### src/rtl/mem_byte_sequencer.sv
// Byte-serial load/store sequencer between the core memory stage and a byte-wide data memory.
// Checks each request, walks 1/2/4 byte accesses, extends loads and returns a valid/ready response.
module mem_byte_sequencer #(
  parameter int MEM_BYTES = 128
) (
  input  logic        clk,
  input  logic        rst,
  input  logic        req_valid,
  output logic        req_ready,
  input  logic        req_store,
  input  logic [2:0]  req_funct3,
  input  logic [31:0] req_addr,
  input  logic [31:0] req_wdata,
  output logic        resp_valid,
  input  logic        resp_ready,
  output logic [31:0] resp_rdata,
  output logic        resp_err,
  output logic        mem_we,
  output logic [31:0] mem_a,
  output logic [7:0]  mem_wd,
  input  logic [7:0]  mem_rd
);

  // state    | meaning
  // IDLE     | waiting for a request, req_ready high
  // ACCESS   | one memory byte per cycle at r_addr + r_idx
  // RESP     | response held until resp_ready
  localparam logic [1:0] S_IDLE   = 2'd0;
  localparam logic [1:0] S_ACCESS = 2'd1;
  localparam logic [1:0] S_RESP   = 2'd2;

  logic [1:0]  r_state;
  logic [31:0] r_addr;
  logic [1:0]  r_idx;
  logic [1:0]  r_last;
  logic        r_store;
  logic [2:0]  r_funct3;
  logic [31:0] r_wdata;
  logic [31:0] r_rbuf;
  logic [31:0] r_resp_rdata;
  logic        r_resp_err;

  logic [32:0] w_nbytes;
  logic [1:0]  w_last_idx;
  logic        w_f3_legal;
  logic        w_misalign;
  logic        w_oob;
  logic        w_err;
  logic [31:0] w_buf_next;
  logic [31:0] w_ext;

  always_comb begin
    w_nbytes   = 33'd4;
    w_last_idx = 2'd3;
    case (req_funct3[1:0])
      2'b00: begin w_nbytes = 33'd1; w_last_idx = 2'd0; end
      2'b01: begin w_nbytes = 33'd2; w_last_idx = 2'd1; end
      default: ;
    endcase
  end

  always_comb begin
    w_f3_legal = 1'b0;
    case (req_funct3)
      3'b000, 3'b001, 3'b010: w_f3_legal = 1'b1;
      3'b100, 3'b101:         w_f3_legal = ~req_store;
      default:                w_f3_legal = 1'b0;
    endcase
  end

  // Range end computed in 33 bits so addresses near 2^32 cannot wrap into range.
  assign w_misalign = ((req_funct3[1:0] == 2'b01) && req_addr[0]) ||
                      ((req_funct3[1:0] == 2'b10) && (req_addr[1:0] != 2'b00));
  assign w_oob      = ({1'b0, req_addr} + w_nbytes) > 33'(MEM_BYTES);
  assign w_err      = ~w_f3_legal | w_misalign | w_oob;

  always_comb begin
    w_buf_next = r_rbuf;
    w_buf_next[{r_idx, 3'b000} +: 8] = mem_rd;
  end

  always_comb begin
    case (r_funct3)
      3'b000:  w_ext = {{24{w_buf_next[7]}}, w_buf_next[7:0]};
      3'b001:  w_ext = {{16{w_buf_next[15]}}, w_buf_next[15:0]};
      3'b100:  w_ext = {24'd0, w_buf_next[7:0]};
      3'b101:  w_ext = {16'd0, w_buf_next[15:0]};
      default: w_ext = w_buf_next;
    endcase
  end

  // r_idx stops at the last byte so mem_a/mem_wd hold their final values after ACCESS.
  assign mem_a      = r_addr + {30'd0, r_idx};
  assign mem_wd     = r_wdata[{r_idx, 3'b000} +: 8];
  assign mem_we     = (r_state == S_ACCESS) && r_store;
  assign req_ready  = (r_state == S_IDLE);
  assign resp_valid = (r_state == S_RESP);
  assign resp_rdata = r_resp_rdata;
  assign resp_err   = r_resp_err;

  always_ff @(posedge clk or posedge rst) begin
    if (rst) begin
      r_state      <= S_IDLE;
      r_addr       <= 32'd0;
      r_idx        <= 2'd0;
      r_last       <= 2'd0;
      r_store      <= 1'b0;
      r_funct3     <= 3'd0;
      r_wdata      <= 32'd0;
      r_rbuf       <= 32'd0;
      r_resp_rdata <= 32'd0;
      r_resp_err   <= 1'b0;
    end else begin
      case (r_state)
        S_IDLE: begin
          if (req_valid) begin
            if (w_err) begin
              r_resp_err   <= 1'b1;
              r_resp_rdata <= 32'd0;
              r_state      <= S_RESP;
            end else begin
              r_addr     <= req_addr;
              r_store    <= req_store;
              r_funct3   <= req_funct3;
              r_wdata    <= req_wdata;
              r_idx      <= 2'd0;
              r_last     <= w_last_idx;
              r_rbuf     <= 32'd0;
              r_resp_err <= 1'b0;
              r_state    <= S_ACCESS;
            end
          end
        end
        S_ACCESS: begin
          if (!r_store) r_rbuf <= w_buf_next;
          if (r_idx == r_last) begin
            r_resp_rdata <= r_store ? 32'd0 : w_ext;
            r_state      <= S_RESP;
          end else begin
            r_idx <= r_idx + 2'd1;
          end
        end
        S_RESP: begin
          if (resp_ready) r_state <= S_IDLE;
        end
        default: r_state <= S_IDLE;
      endcase
    end
  end

endmodule
### config.mk
export PLATFORM = sky130hd
export DESIGN_NAME = mem_byte_sequencer
export DESIGN_NICKNAME = d
export VERILOG_FILES = /design/src/rtl/mem_byte_sequencer.sv
export SDC_FILE = /design/constraint.sdc
export NUM_CORES = 1
export LEC_CHECK = 0
export CAP_MARGIN = 5
export CORE_ASPECT_RATIO = 0.9
export CORE_MARGIN = 4
export CORE_UTILIZATION = 30
export DETAILED_ROUTE_END_ITERATION = 16
export HOLD_SLACK_MARGIN = 0.03
export SLEW_MARGIN = 20
export SYNTH_ARGS = -nofsm -noshare
export SYNTH_HDL_FRONTEND = slang
export SYNTH_SLANG_ARGS = --single-unit
### constraint.sdc
create_clock -name clk -period 5.3 [get_ports clk]
set_input_delay 1.59 -clock clk [delete_from_list [all_inputs] [get_ports clk]]
set_output_delay 1.59 -clock clk [all_outputs]
set_load 0.03 [all_outputs]
==> flow_summary.toml, run 1 <==
[cells_and_area]
design_area_um2 = 10500
diodes = 0
area_growth_pct = 36.8
fillers = 2406
drive_above_1_share = 0.188
multiInputGateArea_um2 = 3980
seqCellArea_um2 = 3480
final_nets = 970
final_cells = 1232

[synth]
synth_common_cells = "139 x dfrtp_1, 47 x nand2_1, 45 x nor2_1"
yosys_warnings = 0
avgSynthCellArea_um2 = 11.0
ys_ff_latch = 139
synth.largest_area_cell = "dfrtp_1"
synth_top_area_frac = 0.454
synth_fp_nets = 788
synthCells = 696
ys_async_sr_fraction = 1.00
synth_area_um2 = 7660
synth-seq-area-share = 0.454
synth.distinct_cells = 58
yosys-top-cells-area = "dfrtp_1 45%, mux2_4 8.2%, xnor2_1 3.1%"
synth_flop_cell = "dfrtp_1"
post-synth-top-count-cell = "dfrtp_1"
synth-edff-count = 0

[routing]
vias = 6051
drt_iter0_drc = 290
via_per_inst = 4.91
routed_wl_um = 21000
dr.pass1.iters = 5
wire_per_inst_um = 17.0
final_antenna_net_count = 0
remaining_drc_errors = 0

[place]
dp.cells = 1200
gp_congestion = 0.829
place_hpwl_um = 15400
place_ws_ps = -360
place_area_um2 = 9840
io_buffers = 155

[die]
dieArea_um2 = 28200
chipWidth_um = 176
coreArea_um2 = 25100
initial_core_util = 0.305
die_y_um = 160
ios = 156
rows = 55

[timing]
max_slew.worst_pin.slew_ps = 917
slew_headroom = 0.387
final.setup.worst_slack_ps = 170
rsz0062_at_grt = "no"
final_max_slew_viol_count = 0
max_freq_mhz = 195
post-route-min-period_ps = 5130
setup_tns_ps = 0
hold_slack_ps = 466
hold_violations = 0
post-route-period-util = 0.968
setup_viol = 0
clock_skew_ps = 9.08

[critical_path]
cp_cell_sequence = "clkdlybuf4s50_1 > buf_4 > buf_4 > ha_1 > a21oi_2 > buf_4 > nor4_4 > buf_4 > nand2_2 > o41ai_2 > nand3_1 > or4_4 > or4_4 > clkbuf_16 > mux2_4"
critical_path_arrival_ps = 5440
cp_slowest_stage_delay_ps = 600
path_buf_inv = 6
critPathMaxFanout = 19
critical_path.startpoint_type = "input pin"
slowest_stage = "or4_4"
required_ps = 5610
r2r_slack_ps = 2080
crit_top_cell = "buf_4"
critical_path_class = "in2reg"
critPathCaptureType = "register"
path_delay_family = "simple AND/OR/NAND/NOR gates"

[global_route]
grt_pass1_wl_um = 34000
grt.total_usage = 0.150
grt_max_degree = 62
grt_remaining_overflow = 0
grt_antenna_before_repair = 0
grt_pass1_vias = 5985

[cts]
postCtsSetupBuffers = 0
clock_path_buffers = 2
cts_resized = 0
cts-hold-fix-buffers = 0
cts_tree = "done"
cts.sinks = 139
cts.clk_slew.worst_paths_ps = 60
cts_root_buf = "clkbuf_16"
h-tree-depth = 4
clk_latency_ps = 420
cts_made_buffers = 17

[status]
outcome = "completed"

[worst_hold_path]
hp-class = "reg2reg"

[pwr]
switching_share = 0.227
p_leak_uw = 0.00478
pwr-share-seq = 0.432
powerDensity_nw_per_um2 = 236
clockPowerShare = 0.484
switchingPower_uw = 561
comb_power_share = 0.084
p_int_uw = 1910
ir_worst_vdd_v = 0.000202

[flow_run]
drv_cap = 0
-- power by group through the flow --
| stage | Combinational, uW | Clock (uW) | Sequential (uW) |
|---|---|---|---|
| 2_1_floorplan | 77.2 | 0 | 1090 |
| 3_3_place_gp | 206 | 0 | 1090 |
| 3_5_place_dp | 207 | 0 | 1090 |
| 4_1_cts | 208 | 1230 | 1070 |
| 5_1_grt | 227 | 1280 | 1070 |
| 6_report | 207 | 1200 | 1070 |
-- stage by stage --
stage	utilization	power, uW
after floorplan	-	1160
after global placement	0.392	1290
after detailed placement	0.392	1290
after CTS	0.415	2500
after global routing	0.417	2580
final	0.417	2470
-- worst reg2reg max path, delay by kind of cell (launching register included) --
kind	cells	cell delay [ps]
compound gates	4	1200
buf+inv	2	470
fa+ha+maj	1	390
flops	1	370
simple gates	1	360
mux	1	310
-- cell type report --
| type | count | area share |
|---|---|---|
| Inverter | 13 | 0.00501 |
| Tap cell | 342 | 0.0408 |
| Clock inverter | 12 | 0.0142 |
| Timing Repair Buffer | 199 | 0.186 |
| Sequential cell | 139 | 0.332 |
| Clock buffer | 19 | 0.0422 |
| Multi-Input combinational cell | 508 | 0.380 |
-- layer usage --
| layer | part of all wire | wire length (um) | GRT usage | up-vias |
|---|---|---|---|---|
| met1 | 0.47 | 9960 | 0.213 | 2948 |
| met4 | 0.018 | 387 | 0.0471 | 0 |
| met5 | 0 | 0 | 0 | - |
| li1 | - | - | - | 2921 |
| met2 | 0.46 | 9550 | 0.229 | 156 |
| met3 | 0.051 | 1070 | 0.0341 | 26 |
-- cell families (layout without fill, tap and decap cells) --
family | count (synthesis) | after routing | share of synthesized area
fa+ha+maj | 12 | 12 | 0.0215
compound gates | 121 | 121 | 0.119
flops | 139 | 139 | 0.454
simple gates | 257 | 257 | 0.185
mux | 74 | 74 | 0.140
buf+inv | 49 | 243 | 0.0304
xor+xnor | 44 | 44 | 0.0503
-- final timing paths --
kind | from | endpoint | cells past startpoint
setup / recovery | req_funct3[1] | r_wdata[15] | 15
hold / removal | r_rbuf[3] | r_rbuf[3] | 1
setup reg to reg | r_idx[0] | resp_rdata[16] | 9
hold reg to reg | r_rbuf[3] | r_rbuf[3] | 1
max in group asynchronous | rst | r_addr[3] | 3
min in group asynchronous | rst | resp_rdata[13] | 2
-- cell usage in the layout, fill, tap and decap left out, types with 22 or more instances in the layout --
cell type	n
a221o_1	23
and2_1	31
buf_4	44
clkdlybuf4s50_1	149
dfrtp_1	139
mux2_4	42
nand2_1	47
nor2_1	44
nor2b_1	22
xnor2_1	27
-- flip-flops by register name, indices dropped and copies added (netlist names) --
register and count:
r_addr 32, r_funct3 3, r_idx 2, r_last 2, r_rbuf 32, r_state 2, r_store 1, r_wdata 32
resp_err 1, resp_rdata 32
(Power assumes the default switching activity.)
==> run 2, diff against run 1 <==
- CORE_UTILIZATION: 30 -> 47
- PLACE_DENSITY: not set -> 0.77
==> run 2 against run 1 <==
Net effect: wire length fell by 5.0%; register-to-register slack better by 230 ps; largest cell class unchanged; maximum frequency down 0.44%; global-route usage is 6.8 points higher; via count rose by 0.38%; final cell count fell by 11%; cell area down 2.0%; total power rose by 1.9%; die area shrank 35%.
==> flow_summary.toml, run 2 (same netlist as run 1, synthesis figures left out) <==
[global_route]
grt_remaining_overflow = 0
grt.total_usage = 0.218
met2_usage = 0.331
grt_pass1_wl_um = 32200
grt_antenna_before_repair = 0
busiest_layer = "met2"
met1_usage = 0.313
grt_pass1_vias = 6044
use_met3 = 0.0483
grt_max_degree = 96

[pwr]
comb_power_share = 0.081
ir_worst_vdd_v = 0.000236
p_leak_uw = 0.00476
clockPowerShare = 0.495
p_int_uw = 1970
switchingPower_uw = 551
pwr-share-seq = 0.424
powerDensity_nw_per_um2 = 245
switching_share = 0.218

[die]
ios = 156
die_y_um = 129
dieArea_um2 = 18400
initial_core_util = 0.477
chipWidth_um = 143
rows = 44
coreArea_um2 = 16100

[cells_and_area]
layout_commonest_cell = "clkdlybuf4s50_1"
design_area_um2 = 10300
final_nets = 964
diodes = 0
drive_above_1_share = 0.180
fillers = 1246
final_cell_mix = "149 x clkdlybuf4s50_1, 139 x dfrtp_1, 47 x nand2_1"
area_growth_pct = 34.1

[critical_path]
critical_path_arrival_ps = 5440
critPathCaptureType = "register"
critical_path_class = "in2reg"
critical_path.startpoint_type = "input pin"
critPathMaxFanout = 32
required_ps = 5590

[timing]
setup_tns_ps = 0
max_slew.worst_pin.slew_ps = 1070
max_freq_mhz = 194
setup_viol = 0
post-route-period-util = 0.972
clock_skew_ps = 8.90
post-route-min-period_ps = 5150
hold_violations = 0
final_max_slew_viol_count = 0
slew_headroom = 0.284

[cts]
h-tree-depth = 4
cts.sinks = 139
clk_latency_ps = 410
clock_path_buffers = 2
postCtsSetupBuffers = 0
cts_tree = "done"
cts-hold-fix-buffers = 0
cts.clk_slew.worst_paths_ps = 60
cts_made_buffers = 17
cts_root_buf = "clkbuf_16"

[routing]
remaining_drc_errors = 0
dr.pass1.iters = 7
routed_wl_um = 19900
final_antenna_net_count = 0
via_per_inst = 5.57
drt_iter0_drc = 480
vias = 6074
wire_per_inst_um = 18.3

[status]
outcome = "completed"

[flow_run]
drv_cap = 0

[place]
io_buffers = 155
place_hpwl_um = 14200
gp_congestion = 0.863
place_area_um2 = 9640

[worst_hold_path]
hp-class = "reg2reg"
-- run 2: worst paths after layout --
kind	startpoint	endpoint	slack (ps)	cells past startpoint
worst max-delay path	req_funct3[0]	r_rbuf[11]	150	16
min in group asynchronous	rst	r_addr[25]	1640	2
worst min register to register	r_rbuf[4]	r_rbuf[4]	470	1
worst min-delay path	r_rbuf[4]	r_rbuf[4]	470	1
max in group asynchronous	rst	r_addr[2]	2750	3
worst max register to register	r_idx[0]	resp_rdata[2]	2310	8
-- run 2: per-stage QoR --
step                 util  setup slack (ps)  total power, uW  std cells  hold WS, ps
floorplan               -               350             1160        696          442
CTS                 0.639              61.5             2540       1091          471
finish              0.639               147             2520       1091          466
global route        0.639             -36.7             2610       1091          481
global placement    0.600              -220             1290       1060          451
detailed placement  0.600              -377             1290       1060          458
-- run 2: area by class of cell --
class	count	area [um^2]	share of cell area
clock buffer	19	453	0.0441
multi-input combinational	508	3980	0.387
timing repair buffer	193	1890	0.184
clock inverter	12	171	0.0167
inverter	13	52.6	0.00511
sequential	139	3480	0.338
tap	207	259	0.0252
-- run 2: power groups by stage --
stage / Clock (uW) / Sequential [uW] / Combinational (uW)
6_report: 1250 / 1070 / 204
5_1_grt: 1320 / 1070 / 221
4_1_cts: 1270 / 1070 / 203
3_5_place_dp: 0 / 1090 / 201
3_3_place_gp: 0 / 1090 / 198
2_1_floorplan: 0 / 1090 / 77.2
-- run 2: worst max-delay path, stage by stage --
cell and delay, ps:
clkdlybuf4s50_1 470, nor2_2 180, ha_1 210, fa_2 250
a21oi_2 80, buf_4 150, nor4_4 280, buf_4 190
nand4_1 100, xor2_1 150, nand3_1 100, or4_4 520
buf_4 150, o41a_1 430, buf_12 190, a221o_1 370
-- run 2: routing by layer --
layer,share of wire,up-vias,wire length [um]
met4,0.019,0,384
met2,0.46,186,9220
li1,-,2887,-
met1,0.46,2975,9220
met5,0,-,0
met3,0.055,26,1090
-- run 2: repair_timing --
action | CTS | global route
hold endpoints to repair | 0 | 0
resized for setup | 0 | 5
endpoints found under the setup margin | 0 | 97
==> run 3, diff against run 2 <==
- CTS_CLUSTER_SIZE: not set -> 10
==> results of run 3 <==
Same layout as run 2: the final DEF is identical, and so are final timing and power.
